===== src/rtl/arp_table_reg_ctrl.sv =====
`default_nettype none
// ============================================================================
// Module      : arp_table_reg_ctrl
// Description : Register-side initiator for the ARP next-hop table. It accepts
//               one software command at a time and turns it into a table read
//               or into a write to both CAM tables (LPM and CCCP). Every access
//               is bounded by a timeout. One status response is returned per
//               command.
// Ports       : clk, reset               - clock, synchronous active-high reset
//               cmd_*                    - command channel (valid/ready)
//               rsp_*                    - response channel (valid/ready)
//               arp_rd_*                 - table read port (req level, ack pulse)
//               arp_wr_*                 - shared write port (req level, two acks)
// Revision    : 1.0 - initial release
// ============================================================================
module arp_table_reg_ctrl #(
  parameter int LUT_DEPTH      = 32,
  parameter int LUT_DEPTH_BITS = 5,
  parameter int TIMEOUT        = 255,
  parameter int TO_BITS        = 8
) (
  input  logic                      clk,
  input  logic                      reset,
  input  logic                      cmd_valid,
  output logic                      cmd_ready,
  input  logic                      cmd_wr,
  input  logic [LUT_DEPTH_BITS-1:0] cmd_addr,
  input  logic [47:0]               cmd_mac,
  input  logic [31:0]               cmd_ip,
  output logic                      rsp_valid,
  input  logic                      rsp_ready,
  output logic [47:0]               rsp_mac,
  output logic [31:0]               rsp_ip,
  output logic [1:0]                rsp_err,
  output logic [LUT_DEPTH_BITS-1:0] arp_rd_addr,
  output logic                      arp_rd_req,
  input  logic [47:0]               arp_rd_mac,
  input  logic [31:0]               arp_rd_ip,
  input  logic                      arp_rd_ack,
  output logic [LUT_DEPTH_BITS-1:0] arp_wr_addr,
  output logic                      arp_wr_req,
  output logic [47:0]               arp_wr_mac,
  output logic [31:0]               arp_wr_ip,
  input  logic                      arp_wr_ack_lpm,
  input  logic                      arp_wr_ack_cccp
);

  typedef enum logic [1:0] {
    ST_IDLE    = 2'd0,
    ST_RD_WAIT = 2'd1,
    ST_WR_WAIT = 2'd2,
    ST_RESP    = 2'd3
  } state_t;

  localparam logic [1:0] ERR_OK      = 2'd0;
  localparam logic [1:0] ERR_TIMEOUT = 2'd1;
  localparam logic [1:0] ERR_RANGE   = 2'd2;

  // The address is compared one bit wider so that a depth equal to
  // 2**LUT_DEPTH_BITS is representable.
  localparam logic [LUT_DEPTH_BITS:0] DEPTH_EXT = (LUT_DEPTH_BITS + 1)'(LUT_DEPTH);

  // The counter holds the number of wait cycles already completed, so the
  // TIMEOUT-th wait cycle is the one where it reads TIMEOUT-1. The request is
  // therefore high for exactly TIMEOUT cycles when no completion arrives.
  localparam logic [TO_BITS-1:0] TO_LAST = TO_BITS'(TIMEOUT - 1);
  localparam logic [TO_BITS-1:0] TO_MAX  = {TO_BITS{1'b1}};

  state_t                    state_q,     state_d;
  logic [LUT_DEPTH_BITS-1:0] addr_q,      addr_d;
  logic [47:0]               mac_q,       mac_d;
  logic [31:0]               ip_q,        ip_d;
  logic                      lpm_done_q,  lpm_done_d;
  logic                      cccp_done_q, cccp_done_d;
  logic [TO_BITS-1:0]        cnt_q,       cnt_d;
  logic [47:0]               rsp_mac_q,   rsp_mac_d;
  logic [31:0]               rsp_ip_q,    rsp_ip_d;
  logic [1:0]                rsp_err_q,   rsp_err_d;

  logic addr_oor;
  logic lpm_now;
  logic cccp_now;
  logic to_hit;
  logic [TO_BITS-1:0] cnt_inc;

  always_comb begin
    addr_oor = ({1'b0, cmd_addr} >= DEPTH_EXT);
    // A flag raised by an ack in this very cycle already counts.
    lpm_now  = lpm_done_q  | arp_wr_ack_lpm;
    cccp_now = cccp_done_q | arp_wr_ack_cccp;
    to_hit   = (cnt_q == TO_LAST);
    cnt_inc  = (cnt_q == TO_MAX) ? cnt_q : cnt_q + 1'b1;
  end

  always_comb begin
    state_d     = state_q;
    addr_d      = addr_q;
    mac_d       = mac_q;
    ip_d        = ip_q;
    lpm_done_d  = lpm_done_q;
    cccp_done_d = cccp_done_q;
    cnt_d       = cnt_q;
    rsp_mac_d   = rsp_mac_q;
    rsp_ip_d    = rsp_ip_q;
    rsp_err_d   = rsp_err_q;

    case (state_q)
      ST_IDLE: begin
        if (cmd_valid) begin
          addr_d      = cmd_addr;
          mac_d       = cmd_mac;
          ip_d        = cmd_ip;
          lpm_done_d  = 1'b0;
          cccp_done_d = 1'b0;
          cnt_d       = '0;
          rsp_mac_d   = '0;
          rsp_ip_d    = '0;
          if (addr_oor) begin
            rsp_err_d = ERR_RANGE;
            state_d   = ST_RESP;
          end else begin
            rsp_err_d = ERR_OK;
            state_d   = cmd_wr ? ST_WR_WAIT : ST_RD_WAIT;
          end
        end
      end

      ST_RD_WAIT: begin
        // Ack is checked before the timeout so a last-cycle ack still succeeds.
        if (arp_rd_ack) begin
          rsp_mac_d = arp_rd_mac;
          rsp_ip_d  = arp_rd_ip;
          rsp_err_d = ERR_OK;
          state_d   = ST_RESP;
        end else if (to_hit) begin
          rsp_err_d = ERR_TIMEOUT;
          state_d   = ST_RESP;
        end else begin
          cnt_d = cnt_inc;
        end
      end

      ST_WR_WAIT: begin
        lpm_done_d  = lpm_now;
        cccp_done_d = cccp_now;
        if (lpm_now && cccp_now) begin
          rsp_err_d = ERR_OK;
          state_d   = ST_RESP;
        end else if (to_hit) begin
          rsp_err_d = ERR_TIMEOUT;
          state_d   = ST_RESP;
        end else begin
          cnt_d = cnt_inc;
        end
      end

      ST_RESP: begin
        if (rsp_ready) begin
          state_d = ST_IDLE;
        end
      end

      default: state_d = ST_IDLE;
    endcase
  end

  always_ff @(posedge clk) begin
    if (reset) begin
      state_q     <= ST_IDLE;
      addr_q      <= '0;
      mac_q       <= '0;
      ip_q        <= '0;
      lpm_done_q  <= 1'b0;
      cccp_done_q <= 1'b0;
      cnt_q       <= '0;
      rsp_mac_q   <= '0;
      rsp_ip_q    <= '0;
      rsp_err_q   <= '0;
    end else begin
      state_q     <= state_d;
      addr_q      <= addr_d;
      mac_q       <= mac_d;
      ip_q        <= ip_d;
      lpm_done_q  <= lpm_done_d;
      cccp_done_q <= cccp_done_d;
      cnt_q       <= cnt_d;
      rsp_mac_q   <= rsp_mac_d;
      rsp_ip_q    <= rsp_ip_d;
      rsp_err_q   <= rsp_err_d;
    end
  end

  // All outputs come straight from state or latched registers, so requests
  // and response fields are glitch-free and stable for the whole phase.
  assign cmd_ready   = (state_q == ST_IDLE);
  assign rsp_valid   = (state_q == ST_RESP);
  assign rsp_mac     = rsp_mac_q;
  assign rsp_ip      = rsp_ip_q;
  assign rsp_err     = rsp_err_q;
  assign arp_rd_addr = addr_q;
  assign arp_rd_req  = (state_q == ST_RD_WAIT);
  assign arp_wr_addr = addr_q;
  assign arp_wr_req  = (state_q == ST_WR_WAIT);
  assign arp_wr_mac  = mac_q;
  assign arp_wr_ip   = ip_q;

endmodule
`default_nettype wire


===== config.mk =====
export PLATFORM = sky130hd
export DESIGN_NAME = arp_table_reg_ctrl
export DESIGN_NICKNAME = d
export VERILOG_FILES = /design/src/rtl/arp_table_reg_ctrl.sv
export SDC_FILE = /design/constraint.sdc
export NUM_CORES = 1
export LEC_CHECK = 0
export ABC_CLOCK_PERIOD_IN_PS = 3100
export CORE_ASPECT_RATIO = 0.7
export CORE_MARGIN = 5
export CORE_UTILIZATION = 43
export CTS_CLUSTER_DIAMETER = 200
export DETAILED_ROUTE_END_ITERATION = 6
export PLACE_DENSITY = 0.86
export SETUP_SLACK_MARGIN = 0.1
export SYNTH_ARGS = -nofsm -noshare
export SYNTH_HDL_FRONTEND = slang
export SYNTH_SLANG_ARGS = --single-unit

===== constraint.sdc =====
create_clock -name clk -period 3.1 [get_ports clk]
set_input_delay 0.31 -clock clk [delete_from_list [all_inputs] [get_ports clk]]
set_output_delay 0.31 -clock clk [all_outputs]
set_load 0.02 [all_outputs]

---- After elaboration in Yosys (flattened, before gate mapping) ----
Cells that the tools add are included.
word-level totals
  register bits ........................... 179
  output and inout bits ................... 176
  word-level logic and storage cells ...... 61
cells by class
  multiplexer cells ....................... 27
  add/subtract/negate cells ............... 1
  equality and inequality tests ........... 10
  reductions and logical operators ........ 11
  bitwise gates (word level) .............. 2
operators with widths
  operator                                             count
  two-way mux 48 bit                                   2
  one-hot mux 48 bit (2 select lines)                  1
  two-way mux 32 bit                                   2
  one-hot mux 32 bit (2 select lines)                  1
  two-way mux 8 bit                                    5
  one-hot mux 8 bit (3 select lines)                   1
  two-way mux 2 bit                                    10
  equality test 8 bit, second input constant           2
  adder 8 x 1 -> 8 bit, second input constant          1
  one-hot mux 2 bit (4 select lines)                   1
  AND reduction 2 bit                                  4
  != test 2 bit, second input constant                 3
  one-hot mux 2 bit (3 select lines)                   1
  equality test 2 bit, second input constant           2
  != test 2 x 1 -> 1 bit, second input constant        2
  one-hot mux 1 bit (2 select lines)                   2
  AND reduction 4 bit                                  1
  nonzero test 2 bit                                   2
  AND reduction 3 bit                                  1
  nonzero test 3 bit                                   1
  equality test 2 x 1 -> 1 bit, second input constant  1
  zero test 2 bit                                      1
  bitwise OR 1 bit                                     2
  logical AND 1 bit                                    1
  two-way mux 1 bit                                    1

---- Logic depth before layout (Yosys ltp) ----
  depth after elaboration ................. 5
  mapped depth ............................ 8
  depth with buffers taken out ............ 6

---- Worst setup path before layout ----
No wires, ideal clock.
  path kind ............................... register to register
  start ................................... reg state_q[0]
  end ..................................... reg cnt_q[0]
  data arrival time ....................... 1867 ps
  clock period less this slack ............ 1937 ps
  setup slack ............................. 1163 ps
  cell stages (with the launch flop) ...... 8
  setup time .............................. 70 ps
  path through ............................ dfxtp_1 -> inv_1 -> ha_1 -> nand2b_1 -> nand4_4 -> buf_6 -> or4b_1 -> a21oi_1
between the ends
  longest elaborated chain between the ends .. 3
  elaborated cells on any way between the ends .. 9
  classes of those cells .................. 5 x eq/ne; 1 x mux; 3 x reduce/logical
RTL lines
  what                                                           line  text
  start: declaration                                             69    state_t state_q, state_d;
  start signal: assignment                                       180   state_q <= state_d;
  zero test 2 bit (*)                                            -
  via cmd_ready                                                  25    output logic cmd_ready,
  != test 2 bit (no line) or nonzero test 3 bit (tied branches)  -
  AND reduction 4 bit (no line)                                  -
  end signal: assignment                                         186   cnt_q <= cnt_d;
  end: declaration                                               75    logic [TO_BITS-1:0] cnt_q, cnt_d;
Mark *: on every way through the listed nets, which the timed path passes. The rest lies on a longest branch.
A chain may end at the register's enable or synchronous reset.

---- Worst setup path in the final report ----
  start ................................... reg state_q[1]
  end ..................................... out arp_rd_req
between the ends
  longest elaborated chain between the ends .. 1
RTL lines
  what                          line  text
  equality test 2 x 1 -> 1 bit  201   assign arp_rd_req = (state_q == ST_RD_WAIT);
  end: declaration              36    output logic arp_rd_req,
Every way passes these cells.

==> flow_summary.rst <==
.. list-table::
   :header-rows: 1

   * - Metric
     - Value
   * - Run status
     - complete, no violations
   * - I/O pins
     - 349
   * - CP Data Required Time
     - 2790 ps
   * - Total CTS buffers
     - 17
   * - Number of setup buffers added after CTS
     - 0
   * - Critical Path Start Type
     - flip-flop
   * - Count of input and output buffers
     - ~350
   * - Worst path setup slack after routing
     - 736.6 ps
   * - Core ar.
     - 15,500 µm²
   * - Sum of negative setup slack
     - 0 ps
   * - Antenna cells
     - 0
   * - Final total power
     - 7324 µW
   * - DR WL/cell
     - approximately 17 µm
   * - Highest achievable clock rate
     - 423.1 MHz
   * - Starting utilization of the core area
     - 43.78%
   * - Antenna Nets Post-Route
     - 0
   * - Portion of the clock cycle consumed by the worst path in the final layout
     - 76.24%
   * - Post_cts resized
     - 0
   * - Detailed Place HPWL
     - 16,160 µm
   * - Number of pins with negative max-slew slack in the final report
     - 0
   * - Count of different cell masters after synthesis
     - 36
   * - Pre-CTS setup slack
     - 928.0 ps
   * - CTS HTree Levels
     - 4
   * - Relative max-transition margin
     - between 40% and 50%
   * - Fraction of final layout cells sized beyond drive strength 1
     - 4.344%
   * - Worst-path clk slew
     - about 70 ps
   * - FF-to-FF End
     - state_q[1]
   * - Net count after synthesis
     - 1,022
   * - Hold crit path type
     - in -> reg
   * - Share of flip-flops with an asynchronous set or reset
     - 0%
   * - Static leakage
     - 0.003756 µW
   * - Data arrival, critical path
     - 2050 ps
   * - Final routed DRC violation total
     - 0
   * - Number of antenna violations at the first check in global routing
     - 0
   * - Unrepaired setup endpoints after global routing
     - false
   * - Mean number of vias per cell
     - 5.292
   * - Maximum resistive drop on vdd
     - between 0.0004 and 0.0005 V
   * - Synthesized flop and latch total
     - 179
   * - Endpoint of the worst hold-timing path
     - state_q[1]
   * - Number of cells in the finished layout apart from fillers
     - 1,351
   * - Crit Path Class
     - reg -> out
   * - CTS Hold Bufs
     - 0
   * - Number of DRC violations after detailed-routing iteration 0
     - 507
   * - Register cell area after layout
     - 3583 µm²
   * - Final Wtd Congestion
     - 0.8413
   * - Portion of the post-synthesis area used by sequential elements
     - 52.81%
   * - Global-route wire length before repair
     - about 36,000 µm
   * - Most common library cell in the layout ignoring fill and taps
     - clkdlybuf4s50_1
   * - Sinks on Clock Net
     - 179
   * - Largest net degree at the start of global routing
     - 81
   * - Area growth, synth to finish
     - 60.21%
   * - Prevailing post-synth register cell
     - dfxtp_1
   * - Clock tree from TritonCTS
     - yes
   * - R2r startpoint
     - state_q[0]
   * - # placed instances
     - 1,319
   * - Number of global-route vias before repair
     - slightly below 7,000
   * - Layout fillers
     - ~1,200
   * - Worst Clk Skew
     - 9.440 ps
   * - Top library cells by usage in the layout, fill and taps aside
     - clkdlybuf4s50_1 (346), nand2_1 (253), dfxtp_1 (179)
   * - Latest clock arrival within the worst-skew pair
     - 420 ps
   * - Fin. Hold Viols
     - 0
   * - Slew @ Worst Pin
     - 869.8 ps
   * - Number of synthesized flops with an enable pin
     - 0
   * - Number of max-cap violations
     - 0
   * - Synthesized cell area
     - ~6800 µm²
   * - CTS Buffer Depth
     - 2
   * - Finish-stage setup viols
     - 0
   * - Library cell used as clock root buffer
     - clkbuf_16
   * - Via count
     - 7,150
   * - Cell Rows
     - 38
   * - Horizontal die dimension
     - ~160 µm
   * - Critical Path End Type
     - primary output
   * - Minimum clock period
     - 2363 ps
   * - Hold path start
     - arp_rd_ack
   * - Die ar.
     - 18,430 µm²
   * - Total Wirelength
     - 23,140 µm
   * - Critical path fanouts, max
     - 17
   * - Aggregate global routing overflow
     - 0
   * - Worst r2r path cells
     - 7
   * - Mean Syn Cell Area
     - 8.068 µm²
   * - Worst hold stages
     - 5
   * - Combined area of the multi-input logic cells
     - 2848 µm²
   * - Global router's overall resource usage
     - 23.93%
   * - Worst-case register-to-register setup slack
     - 900 ps
   * - Synthesis Warnings
     - 0
   * - Y dimension of the die
     - about 120 µm
   * - Syn Inst Count
     - 841
   * - Post-layout net count
     - approximately 1,300
   * - Power per cell area
     - 673.7 nW/µm²
   * - Number of iterations in the first detailed-routing pass
     - 5
## worst max-delay path by stage
stage	startpoint	to	slack, ps	cells after the start
2_1_floorplan	state_q[0]	cnt_q[0]	1160	7
3_3_place_gp	cmd_valid	state_q[1]	970	6
3_5_place_dp	cmd_valid	state_q[1]	930	6
4_1_cts	state_q[1]	arp_rd_req	740	3
5_1_grt	state_q[1]	arp_rd_req	640	3
6_report	state_q[1]	arp_rd_req	740	3
## synthesized netlist by cell type, drive strengths merged (2+ instances only)
| master | count | area [µm²] |
|---|---|---|
| nand2b | 2 | 12.51 |
| a21boi | 2 | 15.01 |
| inv | 9 | 33.78 |
| o22ai | 2 | 12.51 |
| and2 | 2 | 12.51 |
| dfxtp | 179 | 3583 |
| o31ai | 6 | 45.04 |
| clkbuf | 63 | 236.5 |
| or4b | 2 | 20.02 |
| nand4 | 81 | 521.8 |
| nor3 | 5 | 30.03 |
| or4 | 6 | 45.04 |
| nand3 | 7 | 35.03 |
| a21oi | 178 | 890.9 |
| buf | 17 | 92.59 |
| and3 | 2 | 12.51 |
| ha | 8 | 100.1 |
| nand2 | 254 | 953.4 |
| o21ai | 5 | 25.02 |
## cell type report
type	count	area share, %
clock buffer	20	4.201
clock inverter	12	0.8978
inverter	9	0.3108
multi-input combinational	573	26.20
sequential	179	32.97
tap	200	2.302
timing repair buffer	358	33.13
## through the flow
stage / hold WS (ps) / instance area, µm² / util, %
floorplan: 446.0 / 6785 / -
global placement: 436.7 / 10320 / 66.56
detailed placement: 437.9 / 10320 / 66.56
CTS: 376.1 / 10870 / 70.13
global route: 421.1 / 10870 / 70.13
finish: 399.0 / 10870 / 70.13
## layer usage
layer	vias up	global-route usage, %	wire length, µm
li1	3481	-	-
met1	3348	29.01	9497
met2	281	40.34	11130
met3	40	7.739	1945
met4	0	8.825	565
met5	-	0	0
## power by group
group          leakage (µW)  internal, µW  switching (µW)
Combinational       0.00203          1010            1580
Sequential          0.00146          2570             150
Clock              0.000269          1080             936
Total               0.00376          4660            2660
## cell families (layout without fill, tap and decap cells)
logic type	count (synthesis)	in the layout	share of synthesized area [%]
compound gates	201	201	15.86
fa+ha+maj	8	8	1.475
buf+inv	89	399	5.348
flops	179	179	52.81
mux	1	1	0.1475
simple gates	363	363	24.36
## critical path, cell delays in order (launching register included)
cell and delay (ps):
dfxtp_1 350, inv_1 170, ha_2 430, clkdlybuf4s50_1 690
## sequential cells by signal (all words and copies together) (netlist names)
| signal | count |
|---|---|
| arp_wr_ip | 32 |
| arp_wr_mac | 48 |
| lpm_done_q | 1 |
| rsp_mac | 48 |
| arp_rd_addr | 5 |
| state_q | 2 |
| cccp_done_q | 1 |
| rsp_ip | 32 |
| rsp_err | 2 |
| cnt_q | 8 |
Power figures use the tool's default switching activity.
==> RTL edit 1, RTL diff (same flow settings) <==
The 4 states of `state_t` get a one-hot encoding in 4 bits.
--- a/src/rtl/arp_table_reg_ctrl.sv
+++ b/src/rtl/arp_table_reg_ctrl.sv
@@ -47,7 +47,7 @@
 
-  typedef enum logic [1:0] {
-    ST_IDLE    = 2'd0,
-    ST_RD_WAIT = 2'd1,
-    ST_WR_WAIT = 2'd2,
-    ST_RESP    = 2'd3
+  typedef enum logic [3:0] {
+    ST_IDLE    = 4'b0001,
+    ST_RD_WAIT = 4'b0010,
+    ST_WR_WAIT = 4'b0100,
+    ST_RESP    = 4'b1000
   } state_t;
Check against the original RTL: no difference found for any inputs over 4 cycles, from zero or initial values and one cycle with reset high; so few cycles prove little.
==> RTL edit 1 against the unedited design <==
Sequential cell count up 2. Cell area up 5.1%. Critical path depth unchanged. Synthesized cell count grew 3.2%. Area after synthesis up 7.3%. Worst setup slack got worse by 0.15 ns. Die area grew 6.7%. Wire length is 13% higher. Worst hold slack better by 0.0084 ns. Largest cell class unchanged.
Power is not compared: it rests on default switching activity, and its combinational part moved more than twofold at a synthesized area within 25%.
==> RTL edit 1: results (changes against the unedited design) <==
----------------------------------------------------
[Global route]
  First-pass GRT wire length ... 40100 µm (was 35900 µm)
  Number of antenna violations at the first check in global routing ... 1 (was 0)
  Vias in the first global route ... 7409 (was 6883)
  Total routing resource utilization after global routing ... 25.4% (was 23.9%)
  Largest net degree at the start of global routing ... 88 (was 81)

[Clocking]
  Register clock-pin slew on the reported worst setup and hold paths ... 0.07 ns (about the same)
  CTS resizes ... 0 (unchanged)
  Maximum root-to-sink buffer count ... 2 (unchanged)

[Hold path]
  Path category of the worst min-delay check ... in2reg (unchanged)

[Place]
  Global placer's final weighted congestion ... 0.859 (was 0.841)
  I/O Buffers ... 348 (unchanged)
  Post-detail-place hpwl ... 18200 µm (was 16200 µm)
  Placed standard-cell area ... 10800 µm² (was 10300 µm²)

[Synth]
  Proportion of synthesized chip area in sequential cells ... 49.8% (was 52.8%)
  Ranking of synthesized cells by instance count ... 181 x sky130_fd_sc_hd__dfxtp_1, 178 x sky130_fd_sc_hd__nand2_1, 168 x sky130_fd_sc_hd__a21oi_1 (was 254 x sky130_fd_sc_hd__nand2_1, 179 x sky130_fd_sc_hd__dfxtp_1, 178 x sky130_fd_sc_hd__a21oi_1)
  Post-synthesis cell type count ... 49 (was 36)
  Top cells by area, synth ... sky130_fd_sc_hd__dfxtp_1 50%, sky130_fd_sc_hd__a21oi_1 12%, sky130_fd_sc_hd__o2111ai_1 9.6%, sky130_fd_sc_hd__nand2_1 9.2%, sky130_fd_sc_hd__o21ai_0 5.6% (was sky130_fd_sc_hd__dfxtp_1 53%, sky130_fd_sc_hd__nand2_1 14%, sky130_fd_sc_hd__a21oi_1 13%, sky130_fd_sc_hd__nand4_1 7.4%, sky130_fd_sc_hd__clkbuf_1 3.5%)
  Avg Synthesized Cell Area ... 8.39 µm² (was 8.07 µm²)
  Post-synthesis net count ... 1043 (was 1022)

[Final layout]
  Non-Filler Instances ... 1393 (was 1351)
  Share of cells above drive strength 1 ... 5.40% (was 4.34%)
  Number of nets in the layout ... 1329 (was 1319)

[Critical path]
  Largest fanout of any net on the critical path ... 8 (was 17)
  Arrival @ worst endpoint ... 2.20 ns (was 2.05 ns)

[Timing]
  Largest clock skew in the final design ... 0.0155 ns (was 0.00944 ns)
  Final-report hold violation count ... 0 (unchanged)
  Relative slew slack ... 38.9% (was 42.0%)

[Routing]
  Post-detailed-routing wire length ... 26200 µm (was 23100 µm)
  Number of violations reported at the end of detailed-routing iteration 0 ... 769 (was 507)
  Ratio of routed vias to standard cells ... 5.55 (was 5.29)

[Outcome]
  Run status ... complete, no violations (unchanged)

----------------------------------------------------
## RTL edit 1: cell types whose count changed after synthesis, sizes merged, moves of 6 or more
| cell | delta |
|---|---|
| o2111ai | +80 |
| nand4 | -79 |
| o21ai | +77 |
| nand2 | -76 |
| clkbuf | +12 |
| a21oi | -10 |
| nor2 | +9 |
| buf | +6 |
| ha | -6 |
## RTL edit 1: path summary, 6_finish.rpt
path	from	endpoint	cells after the start	slack (ns)
worst max register to register	state_q[0]$_SDFFE_PP1P_	arp_wr_mac[23]$_SDFFE_PP0P_	6	0.88
worst max-delay path	state_q[0]$_SDFFE_PP1P_	cmd_ready	3	0.59
worst min register to register	arp_wr_mac[15]$_SDFFE_PP0P_	arp_wr_mac[15]$_SDFFE_PP0P_	2	0.45
worst min-delay path	reset	cccp_done_q$_SDFFE_PP0P_	2	0.41
## RTL edit 1: power by group through the flow
stage	registers, mW	clock network (mW)	logic [mW]
floorplan	2.65	0	0.475
global placement	2.54	0	1.14
detailed placement	2.54	0	1.14
CTS	2.49	2.34	1.15
global route	2.50	2.46	1.23
finish	2.49	2.30	1.15
## RTL edit 1: routing by layer
layer	vias up	GRT usage (%)	share of wire [%]
li1	3692	-	-
met1	3666	32.0	40
met2	333	40.7	48
met3	46	9.25	9.6
met4	0	8.09	2.5
met5	-	0	0
## RTL edit 1: stage by stage
| step | hold slack, ns | utilization (%) | setup WS, ns |
|---|---|---|---|
| 4_1_cts | 0.397 | 69.5 | 0.569 |
| 3_5_place_dp | 0.447 | 65.6 | 0.904 |
| 5_1_grt | 0.404 | 69.5 | 0.503 |
| 6_report | 0.407 | 69.5 | 0.590 |
| 2_1_floorplan | 0.443 | - | 0.814 |
| 3_3_place_gp | 0.441 | 65.6 | 1.00 |
## RTL edit 1: layout make-up
type / instances / area (µm²)
diodes: 1 / 2.50
clock buffers: 17 / 425
clock inverters: 15 / 209
fillers: 1302 / 5010
inverters: 8 / 31.3
multi-input cells: 581 / 3200
flip-flops and latches: 181 / 3620
well taps: 225 / 282
repair buffers: 365 / 3660
## RTL edit 1: cell families after synthesis
| family | count (synthesis) | synth area share [%] |
|---|---|---|
| mux | 5 | 0.687 |
| buf+inv | 106 | 6.79 |
| fa+ha+maj | 2 | 0.344 |
| compound gates | 357 | 29.8 |
| xor+xnor | 1 | 0.120 |
| flops | 181 | 49.8 |
| simple gates | 216 | 12.5 |
## RTL edit 1: worst max-delay path, cell delays in order (launching register included)
cell and delay, ns:
sky130_fd_sc_hd__dfxtp_1 0.49, sky130_fd_sc_hd__or4b_4 0.55, sky130_fd_sc_hd__clkinv_2 0.12, sky130_fd_sc_hd__clkdlybuf4s50_1 0.63
==> RTL edit 2, RTL diff (same flow settings) <==
Made on the original files. Change the parameter `LUT_DEPTH_BITS` from 5 to 7.
--- a/src/rtl/arp_table_reg_ctrl.sv
+++ b/src/rtl/arp_table_reg_ctrl.sv
@@ -17,3 +17,3 @@
   parameter int LUT_DEPTH      = 32,
-  parameter int LUT_DEPTH_BITS = 5,
+  parameter int LUT_DEPTH_BITS = 7,
   parameter int TIMEOUT        = 255,
Interface: changed (resized arp_rd_addr, arp_wr_addr and cmd_addr); port bits go from 349 to 355. No check against the original RTL was run, so the function may have changed too.
==> RTL edit 2 against the unedited design <==
Largest power group is now combinational logic. Area after synthesis grew 2.0%. Combinational power grew 19%. First-iteration DRC count rose by 19%. Cell area grew 1.7%. Worst setup slack got worse by 0.046 ns. Largest cell class unchanged. Clock skew up 0.0051 ns. Critical path depth unchanged. Total power rose by 9.2%. Die area increased by 1.8%. Wire length is 2.7% higher. Sequential cell count rose by 2. Critical path type unchanged.
==> RTL edit 2: results (changes against the unedited design) <==
----------------------------------------------------
[Timing]
  Worst Setup Slack, final ... 0.691 ns (was 0.737 ns)
  Relative slew slack ... 46.8% (was 42.0%)
  Largest clock skew in the final design ... 0.0145 ns (was 0.00944 ns)

[Final layout]
  Number of nets in the layout ... 1334 (was 1319)
  Share of cells above drive strength 1 ... 4.30% (was 4.34%)
  Fill count ... 1215 (was 1197)

[Hold path]
  Worst-case hold path end point ... arp_wr_ip[24]$_SDFFE_PP0P_ (was state_q[1]$_SDFFE_PP0P_)

[Place]
  Global placer's final weighted congestion ... 0.832 (was 0.841)
  I/O Buffers ... 354 (was 348)
  Post-detail-place hpwl ... 16900 µm (was 16200 µm)
  Worst-case setup slack after placement ... 0.877 ns (was 0.928 ns)

[Pwr]
  Max rail drop VDD ... 515 µV (was 467 µV)
  Leakage component of the power ... 3.81 nW (was 3.76 nW)

[Routing]
  Vias after detailed routing ... 7204 (was 7150)
  Post-detailed-routing wire length ... 23800 µm (was 23100 µm)

[Critical path]
  R2r endpoint ... rsp_ip[27]$_SDFFE_PP0P_ (was state_q[1]$_SDFFE_PP0P_)
  R2R depth ... 6 (was 7)
  Delay of the slowest cell on the worst path ... 0.75 ns (was 0.69 ns)
  Arrival @ worst endpoint ... 2.10 ns (was 2.05 ns)

[Global route]
  First-pass GRT wire length ... 36000 µm (was 35900 µm)
  Total routing resource utilization after global routing ... 23.7% (was 23.9%)
  Fraction of met3 tracks used by global routing ... 6.35% (was 7.74%)
  Largest net degree at the start of global routing ... 88 (was 81)
  Met1 Usage GRT ... 28.1% (was 29.0%)

[Outcome]
  Run status ... complete, no violations (unchanged)

[Synth]
  Top cells by area, synth ... sky130_fd_sc_hd__dfxtp_1 52%, sky130_fd_sc_hd__nand2_1 14%, sky130_fd_sc_hd__a21oi_1 12%, sky130_fd_sc_hd__nand4_1 7.3%, sky130_fd_sc_hd__clkbuf_1 3.9% (was sky130_fd_sc_hd__dfxtp_1 53%, sky130_fd_sc_hd__nand2_1 14%, sky130_fd_sc_hd__a21oi_1 13%, sky130_fd_sc_hd__nand4_1 7.4%, sky130_fd_sc_hd__clkbuf_1 3.5%)
  Post-synthesis net count ... 1036 (was 1022)
  Ranking of synthesized cells by instance count ... 260 x sky130_fd_sc_hd__nand2_1, 181 x sky130_fd_sc_hd__dfxtp_1, 171 x sky130_fd_sc_hd__a21oi_1 (was 254 x sky130_fd_sc_hd__nand2_1, 179 x sky130_fd_sc_hd__dfxtp_1, 178 x sky130_fd_sc_hd__a21oi_1)

----------------------------------------------------
-- RTL edit 2: changes by cell type in the layout (fill, tap and decap cells not counted), sizes merged, moves of 2 or more --
cell	unedited run	this run
dfxtp	179	181
clkbuf	20	18
a21boi	2	7
clkdlybuf4s50	346	352
a21oi	178	172
and4	0	2
nor3	5	1
nor2	1	3
nor2b	0	2
nand2	254	260
nand3	7	4
-- RTL edit 2: power by group through the flow --
stage	clock network [mW]	registers [mW]	logic, mW
after floorplan	0	3.25	1.42
after global placement	0	2.88	3.07
after detailed placement	0	2.90	3.09
after CTS	2.11	2.85	3.11
after global routing	2.21	2.89	3.32
final	2.06	2.85	3.09
-- RTL edit 2: final cells by class --
cell class	count	area [µm²]	share of cell area, %
timing repair buffer	363	3660	33.1
sequential	181	3620	32.8
multi-input combinational	582	2930	26.5
clock buffer	18	429	3.88
tap	200	250	2.26
clock inverter	13	138	1.25
inverter	6	22.5	0.204
antenna	1	2.50	0.0226
-- RTL edit 2: per-stage QoR --
stage	hold slack [ns]	cell area, µm²	cells
global placement	0.436	10500	1332
floorplan	0.446	6920	853
CTS	0.278	11100	1363
detailed placement	0.442	10500	1332
global route	0.288	11100	1363
finish	0.288	11100	1364
-- RTL edit 2: kinds of logic (layout without fill, tap and decap cells) --
group	count (synthesis)	in the layout	synth area share (%)
buf+inv	90	400	5.44
other cells	0	1	0
fa+ha+maj	8	8	1.45
flops	181	181	52.4
compound gates	204	204	16.3
simple gates	370	370	24.5
-- RTL edit 2: metal layers --
| layer | vias to the layer above | part of all wire (%) |
|---|---|---|
| li1 | 3535 | - |
| met1 | 3318 | 40 |
| met2 | 307 | 50 |
| met3 | 44 | 7.7 |
| met4 | 0 | 3.0 |
| met5 | - | 0 |
-- RTL edit 2: worst max-delay path, delay by kind of cell, from the launching register on --
family / cells / cell delay, ns
buffers and inverters: 2 / 0.91
adder cells (fa/ha/maj): 1 / 0.42
flip-flops: 1 / 0.36
-- RTL edit 2: worst max path at each step --
stage	startpoint	end	depth (start not counted)
3_3_place_gp	cmd_valid	rsp_mac[41]$_SDFFE_PP0P_	5
3_5_place_dp	cmd_valid	rsp_mac[26]$_SDFFE_PP0P_	5
4_1_cts	state_q[0]$_SDFFE_PP0P_	arp_wr_req	3
2_1_floorplan	state_q[0]$_SDFFE_PP0P_	cnt_q[1]$_SDFFE_PP0P_	8
6_report	state_q[0]$_SDFFE_PP0P_	arp_wr_req	3
5_1_grt	state_q[0]$_SDFFE_PP0P_	arp_wr_req	3
